<file path="src/rtl/carry_skip_pkg.sv">
// Shared constants for the carry-skip adder and its pipeline wrapper.
//   CS_BLOCK_W    : width of one carry-skip block
//   CS_N_DEFAULT  : default operand width
//   cs_num_blocks : number of skip blocks for an n-bit adder
package carry_skip_pkg;

  localparam int unsigned CS_BLOCK_W   = 4;
  localparam int unsigned CS_N_DEFAULT = 64;

  function automatic int unsigned cs_num_blocks(input int unsigned n);
    return n / CS_BLOCK_W;
  endfunction

endpackage

</file>
<file path="src/rtl/carry_skip_generic.sv">
// Combinational N-bit carry-skip adder built from CS_BLOCK_W-bit ripple blocks.
// Ports:
//   a, b : operands (N bits)
//   cin  : carry-in
//   sum  : a + b + cin, low N bits
//   cout : carry-out
module carry_skip_generic
  import carry_skip_pkg::*;
#(
  parameter int unsigned N = CS_N_DEFAULT
) (
  input  logic [N-1:0] a,
  input  logic [N-1:0] b,
  input  logic         cin,
  output logic [N-1:0] sum,
  output logic         cout
);

  localparam int unsigned NumBlocks = cs_num_blocks(N);

  logic c;      // carry entering the current block
  logic blk_c;  // rippling carry inside the block
  logic prop;   // every bit of the block propagates

  always_comb begin
    sum   = '0;
    c     = cin;
    blk_c = 1'b0;
    prop  = 1'b0;
    for (int k = 0; k < NumBlocks; k++) begin
      blk_c = c;
      prop  = 1'b1;
      for (int i = 0; i < CS_BLOCK_W; i++) begin
        sum[k*CS_BLOCK_W+i] = a[k*CS_BLOCK_W+i] ^ b[k*CS_BLOCK_W+i] ^ blk_c;
        blk_c = (a[k*CS_BLOCK_W+i] & b[k*CS_BLOCK_W+i]) |
                ((a[k*CS_BLOCK_W+i] ^ b[k*CS_BLOCK_W+i]) & blk_c);
        prop  = prop & (a[k*CS_BLOCK_W+i] ^ b[k*CS_BLOCK_W+i]);
      end
      // A fully propagating block passes its incoming carry straight through.
      c = prop ? c : blk_c;
    end
    cout = c;
  end

endmodule

</file>
<file path="src/rtl/carry_skip_pipe_stage.sv">
// Two-stage valid/ready pipeline around carry_skip_generic.
// Stage A registers operands and drives the adder; stage B registers sum/cout.
// Optional macro CARRY_SKIP_PIPE_SUB_EN adds in_sub (a - b when set).
// Ports:
//   clk, rst             : clock, async active-high reset
//   in_valid / in_ready  : input handshake
//   in_a, in_b, in_cin   : operands and carry-in
//   in_sub               : subtract select (only with CARRY_SKIP_PIPE_SUB_EN)
//   out_valid / out_ready: output handshake
//   out_sum, out_cout    : registered result
module carry_skip_pipe_stage
  import carry_skip_pkg::*;
#(
  parameter int unsigned N = CS_N_DEFAULT
) (
  input  logic         clk,
  input  logic         rst,
  input  logic         in_valid,
  output logic         in_ready,
  input  logic [N-1:0] in_a,
  input  logic [N-1:0] in_b,
  input  logic         in_cin,
`ifdef CARRY_SKIP_PIPE_SUB_EN
  input  logic         in_sub,
`endif
  output logic         out_valid,
  input  logic         out_ready,
  output logic [N-1:0] out_sum,
  output logic         out_cout
);

  logic         a_vld, b_vld;
  logic         a_en, b_en;
  logic [N-1:0] a_a, a_b;
  logic         a_cin;
  logic [N-1:0] b_sum;
  logic         b_cout;

  logic [N-1:0] add_b;
  logic         add_cin;
  logic [N-1:0] add_sum;
  logic         add_cout;

  // B moves when empty or being drained; A moves when empty or B moves.
  assign b_en     = !b_vld || out_ready;
  assign a_en     = !a_vld || b_en;
  assign in_ready = a_en;

  assign out_valid = b_vld;
  assign out_sum   = b_sum;
  assign out_cout  = b_cout;

`ifdef CARRY_SKIP_PIPE_SUB_EN
  logic a_sub;

  always_ff @(posedge clk or posedge rst) begin
    if (rst) begin
      a_sub <= 1'b0;
    end else if (a_en && in_valid) begin
      a_sub <= in_sub;
    end
  end

  // Two's-complement subtract: a + ~b + 1; cout=1 means no borrow.
  assign add_b   = a_sub ? ~a_b : a_b;
  assign add_cin = a_sub ? 1'b1 : a_cin;
`else
  assign add_b   = a_b;
  assign add_cin = a_cin;
`endif

  always_ff @(posedge clk or posedge rst) begin
    if (rst) begin
      a_vld <= 1'b0;
      a_a   <= '0;
      a_b   <= '0;
      a_cin <= 1'b0;
    end else if (a_en) begin
      a_vld <= in_valid;
      if (in_valid) begin
        a_a   <= in_a;
        a_b   <= in_b;
        a_cin <= in_cin;
      end
    end
  end

  carry_skip_generic #(
    .N(N)
  ) u_adder (
    .a   (a_a),
    .b   (add_b),
    .cin (add_cin),
    .sum (add_sum),
    .cout(add_cout)
  );

  always_ff @(posedge clk or posedge rst) begin
    if (rst) begin
      b_vld  <= 1'b0;
      b_sum  <= '0;
      b_cout <= 1'b0;
    end else if (b_en) begin
      b_vld <= a_vld;
      if (a_vld) begin
        b_sum  <= add_sum;
        b_cout <= add_cout;
      end
    end
  end

endmodule

</file>
<file path="config.mk">
export PLATFORM = sky130hd
export DESIGN_NAME = carry_skip_pipe_stage
export DESIGN_NICKNAME = d
export VERILOG_FILES = /design/src/rtl/carry_skip_pkg.sv /design/src/rtl/carry_skip_generic.sv /design/src/rtl/carry_skip_pipe_stage.sv
export SDC_FILE = /design/constraint.sdc
export NUM_CORES = 1
export LEC_CHECK = 0
export ABC_CLOCK_PERIOD_IN_PS = 35100
export BUFFER_PORTS_ARGS = -buffer_cell sky130_fd_sc_hd__buf_2
export CAP_MARGIN = 20
export CORE_UTILIZATION = 55
export CTS_BUF_LIST = sky130_fd_sc_hd__clkbuf_16
export DETAILED_ROUTE_END_ITERATION = 7
export GPL_ROUTABILITY_DRIVEN = 0
export PLACE_DENSITY = 0.8
export SETUP_SLACK_MARGIN = 0.15
export SYNTH_ARGS = -nofsm -noshare
export SYNTH_HDL_FRONTEND = slang
export SYNTH_SLANG_ARGS = --single-unit
</file>
<file path="constraint.sdc">
create_clock -name clk -period 35.1 [get_ports clk]
set_input_delay 1.755 -clock clk [delete_from_list [all_inputs] [get_ports clk]]
set_output_delay 1.755 -clock clk [all_outputs]
set_load 0.01 [all_outputs]
</file>
==> results of run 1 <==
## through the flow
| stage | power, mW | cells | utilization |
|---|---|---|---|
| floorplan | 0.478 | 622 | - |
| global placement | 0.560 | 1027 | 0.635 |
| detailed placement | 0.577 | 1027 | 0.635 |
| CTS | 0.763 | 1057 | 0.667 |
| global route | 0.805 | 1061 | 0.669 |
| finish | 0.755 | 1061 | 0.669 |
## how the worst min path moves through the flow
| stage | from | to | depth (start not counted) |
|---|---|---|---|
| finish | out_sum[0]$_DFFE_PP0P_ | out_sum[0]$_DFFE_PP0P_ | 2 |
| global route | out_sum[9]$_DFFE_PP0P_ | out_sum[9]$_DFFE_PP0P_ | 1 |
| CTS | out_sum[0]$_DFFE_PP0P_ | out_sum[0]$_DFFE_PP0P_ | 2 |
| detailed placement | out_sum[0]$_DFFE_PP0P_ | out_sum[0]$_DFFE_PP0P_ | 2 |
| global placement | out_sum[0]$_DFFE_PP0P_ | out_sum[0]$_DFFE_PP0P_ | 2 |
| floorplan | a_vld$_DFFE_PP0N_ | out_valid$_DFFE_PP0P_ | 1 |
## layer usage
layer | global-route usage | share of wire
met1 | 0.271 | 0.40
met2 | 0.389 | 0.53
met3 | 0.0629 | 0.056
met4 | 0.0724 | 0.017
met5 | 0 | 0
## layout make-up
type	instances	share of cell area
clock inverters	13	0.0105
diodes	3	0.000649
inverters	11	0.00422
repair buffers	202	0.0897
well taps	225	0.0243
multi-input cells	394	0.410
flip-flops and latches	196	0.424
clock buffers	17	0.0368
## sequential cells by signal, summed over array words and instances, names as in the netlist
signal     cells
a_vld          1
out_sum       64
a_b           64
out_cout       1
a_a           64
a_cin          1
out_valid      1
## power by group
| part | internal, mW | total, mW | switching, mW |
|---|---|---|---|
| Clock | 0.103 | 0.184 | 0.0815 |
| Sequential | 0.287 | 0.333 | 0.0461 |
| Combinational | 0.124 | 0.238 | 0.114 |
| Total | 0.514 | 0.755 | 0.241 |
## layout by cell type (no fill, tap or decap), types with 2 or more instances in the layout
master	instances
a21oi_1	3
a21oi_2	2
a31oi_1	2
and4_1	3
buf_2	199
buf_4	2
bufinv_16	2
clkbuf_16	17
clkinv_1	2
clkinv_2	2
clkinvlp_4	2
dfrtp_1	196
diode_2	3
fa_1	64
ha_1	64
inv_1	13
mux2_2	193
mux2i_1	4
nand2_1	9
nand2_4	2
nand2b_1	4
nand4_1	12
nor2_1	9
nor3_1	2
o21ai_0	4
o21ai_1	2
o31ai_2	2
## tightest hold or removal path: cells and delay by family, from the launching register on
kind             cells  cell delay (ns)
AO/OA/AOI/OAI        1             0.06
flip-flops           1             0.34
AND/OR/NAND/NOR      1             0.05
## cell families after synthesis
group | Yosys count | share of synthesized area
compound gates | 22 | 0.0177
fa+ha+maj | 128 | 0.213
mux | 197 | 0.227
buf+inv | 32 | 0.0141
simple gates | 47 | 0.0268
flops | 196 | 0.502
==> report_table.html, run 1 <==
<table>
<tr><th>Metric</th><th>Value</th></tr>
<tr><th colspan="2">Final layout</th></tr>
<tr><td>Filler Cells Inserted</td><td>1244</td></tr>
<tr><td>Area Growth Syn to Fin</td><td>18.4%</td></tr>
<tr><td>Sequential Area</td><td>4900 µm²</td></tr>
<tr><td>Final design area excluding fillers</td><td>approximately 12000 µm²</td></tr>
<tr><td>Share of layout cells above drive strength 1</td><td>0.517</td></tr>
<tr><td>Net count, final</td><td>approximately 1100</td></tr>
<tr><td>Area occupied by multi-input gates</td><td>between 4000 and 5000 µm²</td></tr>
<tr><th colspan="2">Synth</th></tr>
<tr><td>Post-Syn Nets</td><td>just under 900</td></tr>
<tr><td>Yosys cell types</td><td>34</td></tr>
<tr><td>Top FF cell, synth</td><td>dfrtp_1</td></tr>
<tr><td>Sequential element share of the synthesized area</td><td>0.502</td></tr>
<tr><td>Number of flops mapped to enable cells by yosys</td><td>0</td></tr>
<tr><td>Post-synth design cell area</td><td>9770 µm²</td></tr>
<tr><td>Commonest cells post-synth</td><td>dfrtp_1, mux2_2, fa_1, ha_1, buf_2</td></tr>
<tr><td>Area fraction of the dominant cell type after synthesis</td><td>0.502</td></tr>
<tr><td>Area contributors post-synth</td><td>dfrtp_1, mux2_2, fa_1</td></tr>
<tr><td>Synthesized instance count</td><td>622</td></tr>
<tr><td>Total of flip-flops plus latches after synthesis</td><td>just under 200</td></tr>
<tr><td>Yosys synthesis warning count</td><td>0</td></tr>
<tr><td>Most area-hungry cell type in the Yosys netlist</td><td>dfrtp_1</td></tr>
<tr><td>Async set-reset flop share out of synthesis</td><td>1.00</td></tr>
<tr><td>Avg Cell Area, Syn</td><td>15.7 µm²</td></tr>
<tr><td>Most frequent cell after synthesis</td><td>dfrtp_1</td></tr>
<tr><th colspan="2">Critical path</th></tr>
<tr><td>Worst endpoint required time</td><td>35.43 ns</td></tr>
<tr><td>Setup crit start</td><td>a_a[0]$_DFFE_PP0P_</td></tr>
<tr><td>Worst Path Max Fanout</td><td>6</td></tr>
<tr><td>Worst stage delay on the critical path</td><td>approximately 0.43 ns</td></tr>
<tr><td>R2R Path Start</td><td>a_a[0]$_DFFE_PP0P_</td></tr>
<tr><td>Combined buffer and inverter count along the critical path</td><td>5</td></tr>
<tr><td>Minimum setup slack among reg-to-reg paths</td><td>4.68 ns</td></tr>
<tr><td>Cell family with the largest share of critical-path delay</td><td>adder cells</td></tr>
<tr><td>Start-to-end type of the worst setup path</td><td>reg2reg</td></tr>
<tr><td>Critical path capture point type</td><td>register</td></tr>
<tr><td>Cell with the biggest individual delay on the critical path</td><td>fa_1</td></tr>
<tr><td>Worst reg2reg endpoint</td><td>out_sum[63]$_DFFE_PP0P_</td></tr>
<tr><td>CP most frequent cell</td><td>fa_1</td></tr>
<tr><td>Data arrival at the endpoint of the critical path</td><td>30.75 ns</td></tr>
<tr><td>Worst R2R Path Depth</td><td>100</td></tr>
<tr><td>Crit path launch type</td><td>register</td></tr>
<tr><td>Total stage count of the critical path</td><td>100</td></tr>
<tr><td>Worst Setup EP</td><td>out_sum[63]$_DFFE_PP0P_</td></tr>
<tr><th colspan="2">Global routing</th></tr>
<tr><td>Vias in the first global route</td><td>6347</td></tr>
<tr><td>Global router's overall resource usage</td><td>0.225</td></tr>
<tr><td>Antenna violations before repair</td><td>4</td></tr>
<tr><td>Largest net degree at the start of global routing</td><td>111</td></tr>
<tr><td>Global-route congestion overflow total</td><td>0</td></tr>
<tr><td>Global-route wire length before repair</td><td>31400 µm</td></tr>
<tr><th colspan="2">CTS</th></tr>
<tr><td>Total CTS buffers</td><td>17</td></tr>
<tr><td>Post-cts hold buffer count</td><td>0</td></tr>
<tr><td>Clock insertion delay at the later pin of the skew report</td><td>0.43 ns</td></tr>
<tr><td>Number of clock sinks</td><td>196</td></tr>
<tr><td>Buffer count from post-CTS setup fixing</td><td>0</td></tr>
<tr><td>H-tree depth</td><td>4</td></tr>
<tr><td>Deepest clock path buffer count</td><td>2</td></tr>
<tr><td>CTS tree</td><td>done</td></tr>
<tr><td>CTS-repair resized insts</td><td>0</td></tr>
<tr><td>Root buf cell</td><td>clkbuf_16</td></tr>
<tr><td>Clk slew on worst S/H paths</td><td>0.07 ns</td></tr>
<tr><th colspan="2">STA</th></tr>
<tr><td>Tcrit/Tclk final</td><td>0.867</td></tr>
<tr><td>Highest attainable clock frequency</td><td>0.0329 GHz</td></tr>
<tr><td>Total Negative Setup Slacks</td><td>0 ns</td></tr>
<tr><td>Crit path setup slack, layout</td><td>4.68 ns</td></tr>
<tr><td>Setup violation total in the final timing report</td><td>0</td></tr>
<tr><td>Final Hold Fails</td><td>0</td></tr>
<tr><td>Fin. max-slew vios</td><td>0</td></tr>
<tr><td>Unrepaired setup endpoints after global routing</td><td>false</td></tr>
<tr><td>Hold_ws</td><td>0.476 ns</td></tr>
<tr><td>Clock Skew</td><td>0.0128 ns</td></tr>
<tr><td>Max transition margin</td><td>0.364</td></tr>
<tr><td>Actual slew at the worst max-slew pin</td><td>approximately 0.95 ns</td></tr>
<tr><td>Minimum clock period after layout</td><td>30.42 ns</td></tr>
<tr><th colspan="2">Routing</th></tr>
<tr><td>Total number of vias</td><td>5616</td></tr>
<tr><td>Drt via density</td><td>~5.3</td></tr>
<tr><td>Number of optimization iterations in the first detailed-route pass</td><td>4</td></tr>
<tr><td>Routed wirelength normalized by instance count</td><td>18.1 µm</td></tr>
<tr><td>Final WL</td><td>19200 µm</td></tr>
<tr><td>Number of remaining DRC errors</td><td>0</td></tr>
<tr><td>DRC violation total after the first TritonRoute iteration</td><td>215</td></tr>
<tr><td>Count of nets left with antenna violations after detail routing</td><td>0</td></tr>
<tr><th colspan="2">Pwr</th></tr>
<tr><td>PwrDens</td><td>~65 nW/µm²</td></tr>
<tr><td>Reported leakage power</td><td>5.36 nW</td></tr>
<tr><td>Max rail drop VDD</td><td>approximately 0.000035 V</td></tr>
<tr><th colspan="2">Run</th></tr>
<tr><td>Reported max-cap violation count</td><td>0</td></tr>
<tr><th colspan="2">Placement</th></tr>
<tr><td>Dpl cell area</td><td>11000 µm²</td></tr>
<tr><td>Worst setup timing slack at the placement stage</td><td>4.84 ns</td></tr>
<tr><td>Dpl hpwl</td><td>14200 µm</td></tr>
<tr><td>Number of buffers added on ports</td><td>199</td></tr>
<tr><th colspan="2">Die</th></tr>
<tr><td>Starting utilization of the core area</td><td>0.565</td></tr>
<tr><td>Die span in y</td><td>approximately 140 µm</td></tr>
<tr><td>Floorplan die area</td><td>18300 µm²</td></tr>
<tr><td>X dimension of the die</td><td>135 µm</td></tr>
<tr><td>Core ar.</td><td>roughly 17000 µm²</td></tr>
<tr><td>IO Pins</td><td>200</td></tr>
<tr><td>Row count</td><td>48</td></tr>
<tr><th colspan="2">Hold path</th></tr>
<tr><td>Class of the tightest hold or removal check</td><td>reg2reg</td></tr>
<tr><th colspan="2">Outcome</th></tr>
<tr><td>Run status</td><td>finished, final reports clean</td></tr>
</table>
Power figures use the tool's default switching activity.
==> inputs of run 2 (changes only) <==
Settings changed: CORE_ASPECT_RATIO from default to 0.6, GPL_ROUTABILITY_DRIVEN 0 to default.
==> run 2 against run 1 <==
Against the previous run: via count down 0.46%; power up 3.3%; flip-flop and latch count unchanged; first-iteration DRC count rose by 11%; worst setup slack got worse by 0.056 ns; hold slack improved by 0.012 ns; non-clock buffer count stayed put.
==> report_table.html, run 2 (synthesis gave the netlist of run 1 again) <==
<table>
<tr><th>Metric</th><th>Value</th></tr>
<tr><th colspan="2">Global routing</th></tr>
<tr><td>Vias in the first global route</td><td>6202 (-2.3%)</td></tr>
<tr><td>Antenna violations before repair</td><td>1 (-3)</td></tr>
<tr><td>Global-route wire length before repair</td><td>33100 µm (+5.5%)</td></tr>
<tr><td>Largest net degree at the start of global routing</td><td>110 (-0.90%)</td></tr>
<tr><td>Global-route congestion overflow total</td><td>0 (unchanged)</td></tr>
<tr><td>Global router's overall resource usage</td><td>0.235 (+0.0101)</td></tr>
<tr><th colspan="2">Pwr</th></tr>
<tr><td>Part of the power in the clock network</td><td>0.262 (+0.018)</td></tr>
<tr><td>Reported leakage power</td><td>5.39 nW (+0.67%)</td></tr>
<tr><td>Total internal power</td><td>0.531 mW (+3.4%)</td></tr>
<tr><td>Max rail drop VDD</td><td>0.0000324 V (-8.3%)</td></tr>
<tr><td>Proportion of power drawn by combinational gates</td><td>0.308 (-0.007)</td></tr>
<tr><td>PwrDens</td><td>67.1 nW/µm² (+2.7%)</td></tr>
<tr><td>Proportion of total power due to net switching</td><td>0.319 (-0.000445)</td></tr>
<tr><td>Switching pwr</td><td>0.249 mW (+3.2%)</td></tr>
<tr><td>Sequential fraction of design power</td><td>0.430 (-0.011)</td></tr>
<tr><td>Final total power</td><td>0.780 mW (+3.3%)</td></tr>
<tr><th colspan="2">Die</th></tr>
<tr><td>X dimension of the die</td><td>174 µm (+29%)</td></tr>
<tr><td>Row count</td><td>37 (-23%)</td></tr>
<tr><td>Die span in y</td><td>105 µm (-22%)</td></tr>
<tr><td>IO Pins</td><td>200 (unchanged)</td></tr>
<tr><td>Core ar.</td><td>17300 µm² (-0.17%)</td></tr>
<tr><td>Floorplan die area</td><td>18300 µm² (about the same)</td></tr>
<tr><td>Starting utilization of the core area</td><td>0.566 (+0.000942)</td></tr>
<tr><th colspan="2">CTS</th></tr>
<tr><td>H-tree depth</td><td>4 (unchanged)</td></tr>
<tr><td>Root buf cell</td><td>clkbuf_16</td></tr>
<tr><td>Post-cts hold buffer count</td><td>0 (unchanged)</td></tr>
<tr><td>CTS tree</td><td>done</td></tr>
<tr><td>Number of clock sinks</td><td>196 (unchanged)</td></tr>
<tr><td>CTS-repair resized insts</td><td>0 (unchanged)</td></tr>
<tr><td>Clk slew on worst S/H paths</td><td>0.07 ns (about the same)</td></tr>
<tr><td>Buffer count from post-CTS setup fixing</td><td>0 (unchanged)</td></tr>
<tr><td>Deepest clock path buffer count</td><td>2 (unchanged)</td></tr>
<tr><td>Total CTS buffers</td><td>17 (unchanged)</td></tr>
<tr><td>Clock insertion delay at the later pin of the skew report</td><td>0.43 ns (about the same)</td></tr>
<tr><th colspan="2">STA</th></tr>
<tr><td>Actual slew at the worst max-slew pin</td><td>0.976 ns (+0.0224 ns)</td></tr>
<tr><td>Crit path setup slack, layout</td><td>4.62 ns (-0.0559 ns)</td></tr>
<tr><td>Final Hold Fails</td><td>0 (unchanged)</td></tr>
<tr><td>Unrepaired setup endpoints after global routing</td><td>false</td></tr>
<tr><td>Minimum clock period after layout</td><td>30.48 ns (+0.0559 ns)</td></tr>
<tr><td>Total Negative Setup Slacks</td><td>0 ns (unchanged)</td></tr>
<tr><td>Setup violation total in the final timing report</td><td>0 (unchanged)</td></tr>
<tr><td>Max transition margin</td><td>0.350 (-0.0149)</td></tr>
<tr><td>Clock Skew</td><td>0.00851 ns (-0.00429 ns)</td></tr>
<tr><td>Highest attainable clock frequency</td><td>0.0328 GHz (-0.18%)</td></tr>
<tr><td>Fin. max-slew vios</td><td>0 (unchanged)</td></tr>
<tr><td>Tcrit/Tclk final</td><td>0.868 (+0.00159)</td></tr>
<tr><th colspan="2">Placement</th></tr>
<tr><td>Inst Count DP</td><td>1036 (+0.88%)</td></tr>
<tr><td>Final RePlAce weighted congestion</td><td>~0.83</td></tr>
<tr><td>Dpl hpwl</td><td>14200 µm (-0.18%)</td></tr>
<tr><td>Worst setup timing slack at the placement stage</td><td>4.88 ns (+0.0354 ns)</td></tr>
<tr><td>Number of buffers added on ports</td><td>199 (unchanged)</td></tr>
<tr><td>Dpl cell area</td><td>11000 µm² (+0.10%)</td></tr>
<tr><th colspan="2">Final layout</th></tr>
<tr><td>Area Growth Syn to Fin</td><td>19.1%</td></tr>
<tr><td>Number of antenna cells inserted</td><td>0 (-3)</td></tr>
<tr><td>Most frequent cells in the layout</td><td>buf_2, dfrtp_1, mux2_2</td></tr>
<tr><td>Filler Cells Inserted</td><td>1191 (-4.3%)</td></tr>
<tr><td>Net count, final</td><td>1083 (unchanged)</td></tr>
<tr><td>Finished Layout Cells</td><td>1069 (+0.75%)</td></tr>
<tr><td>Final design area excluding fillers</td><td>11600 µm² (+0.55%)</td></tr>
<tr><td>Commonest non-fill, non-tap cell in the layout</td><td>buf_2</td></tr>
<tr><td>Share of layout cells above drive strength 1</td><td>0.521 (+0.00355)</td></tr>
<tr><th colspan="2">Critical path</th></tr>
<tr><td>Worst endpoint required time</td><td>35.39 ns (-0.04 ns)</td></tr>
<tr><td>Worst Path Max Fanout</td><td>6 (unchanged)</td></tr>
<tr><td>Start-to-end type of the worst setup path</td><td>reg2reg</td></tr>
<tr><td>Critical path capture point type</td><td>register</td></tr>
<tr><td>Worst stage delay on the critical path</td><td>0.43 ns (about the same)</td></tr>
<tr><td>Crit path launch type</td><td>register</td></tr>
<tr><td>Data arrival at the endpoint of the critical path</td><td>30.77 ns (+0.02 ns)</td></tr>
<tr><td>CP most frequent cell</td><td>fa_1</td></tr>
<tr><td>Cell with the biggest individual delay on the critical path</td><td>fa_1</td></tr>
<tr><th colspan="2">Routing</th></tr>
<tr><td>Number of remaining DRC errors</td><td>0 (unchanged)</td></tr>
<tr><td>Drt via density</td><td>5.23 (-1.2%)</td></tr>
<tr><td>Total number of vias</td><td>5590 (-0.46%)</td></tr>
<tr><td>Routed wirelength normalized by instance count</td><td>18.5 µm (+2.2%)</td></tr>
<tr><td>Count of nets left with antenna violations after detail routing</td><td>0 (unchanged)</td></tr>
<tr><td>Final WL</td><td>19800 µm (+3.0%)</td></tr>
<tr><td>Number of optimization iterations in the first detailed-route pass</td><td>4 (unchanged)</td></tr>
<tr><td>DRC violation total after the first TritonRoute iteration</td><td>239 (+11%)</td></tr>
<tr><th colspan="2">Run</th></tr>
<tr><td>Reported max-cap violation count</td><td>0 (unchanged)</td></tr>
<tr><th colspan="2">Hold path</th></tr>
<tr><td>Class of the tightest hold or removal check</td><td>reg2reg</td></tr>
<tr><th colspan="2">Outcome</th></tr>
<tr><td>Run status</td><td>finished, final reports clean</td></tr>
</table>
run 2: per-layer routing:
metal | track usage | wire length (µm) | part of all wire
met2 | 0.363 | 9270 | 0.47
met5 | 0 | 0 | 0
met1 | 0.338 | 9360 | 0.47
met3 | 0.0581 | 967 | 0.049
met4 | 0.0526 | 192 | 0.0097
run 2: path summary, 6_finish.rpt:
path                                        start                endpoint  slack, ns  cells after the start
max                            a_b[0]$_DFFE_PP0P_    out_cout$_DFFE_PP0P_       4.62                    102
min                        out_sum[0]$_DFFE_PP0P_  out_sum[0]$_DFFE_PP0P_       0.49                      2
max reg2reg                    a_b[0]$_DFFE_PP0P_    out_cout$_DFFE_PP0P_       4.62                    102
min reg2reg                out_sum[0]$_DFFE_PP0P_  out_sum[0]$_DFFE_PP0P_       0.49                      2
max in group asynchronous                     rst     a_a[57]$_DFFE_PP0P_      32.34                      4
min in group asynchronous                     rst     a_b[18]$_DFFE_PP0P_       1.46                      2
run 2: layout make-up:
type                       instances  area [µm²]  area share
clock buffer                      17         425      0.0366
clock inverter                    15         189      0.0162
inverter                          11        48.8     0.00419
multi-input combinational        394        4740       0.408
sequential                       196        4900       0.422
tap                              234         293      0.0252
timing repair buffer             202        1030      0.0886
run 2: critical path, delay by kind of cell, from the launching register on:
family	cells	cell delay, ns
multiplexers	6	1.25
AO/OA/AOI/OAI	16	2.19
adder cells (fa/ha/maj)	64	24.74
buffers and inverters	5	0.43
flip-flops	1	0.40
AND/OR/NAND/NOR	11	1.32
run 2: power by group through the flow:
stage	Combinational, mW	Sequential [mW]	Clock (mW)
after CTS	0.244	0.336	0.208
after detailed placement	0.240	0.339	0
final	0.240	0.336	0.205
after global placement	0.228	0.335	0
after floorplan	0.131	0.346	0
after global routing	0.268	0.344	0.217
run 2: stage by stage:
stage	hold WS (ns)	utilization
after floorplan	0.457	-
after global placement	0.459	0.637
after detailed placement	0.477	0.637
after CTS	0.493	0.673
after global routing	0.528	0.674
final	0.488	0.674
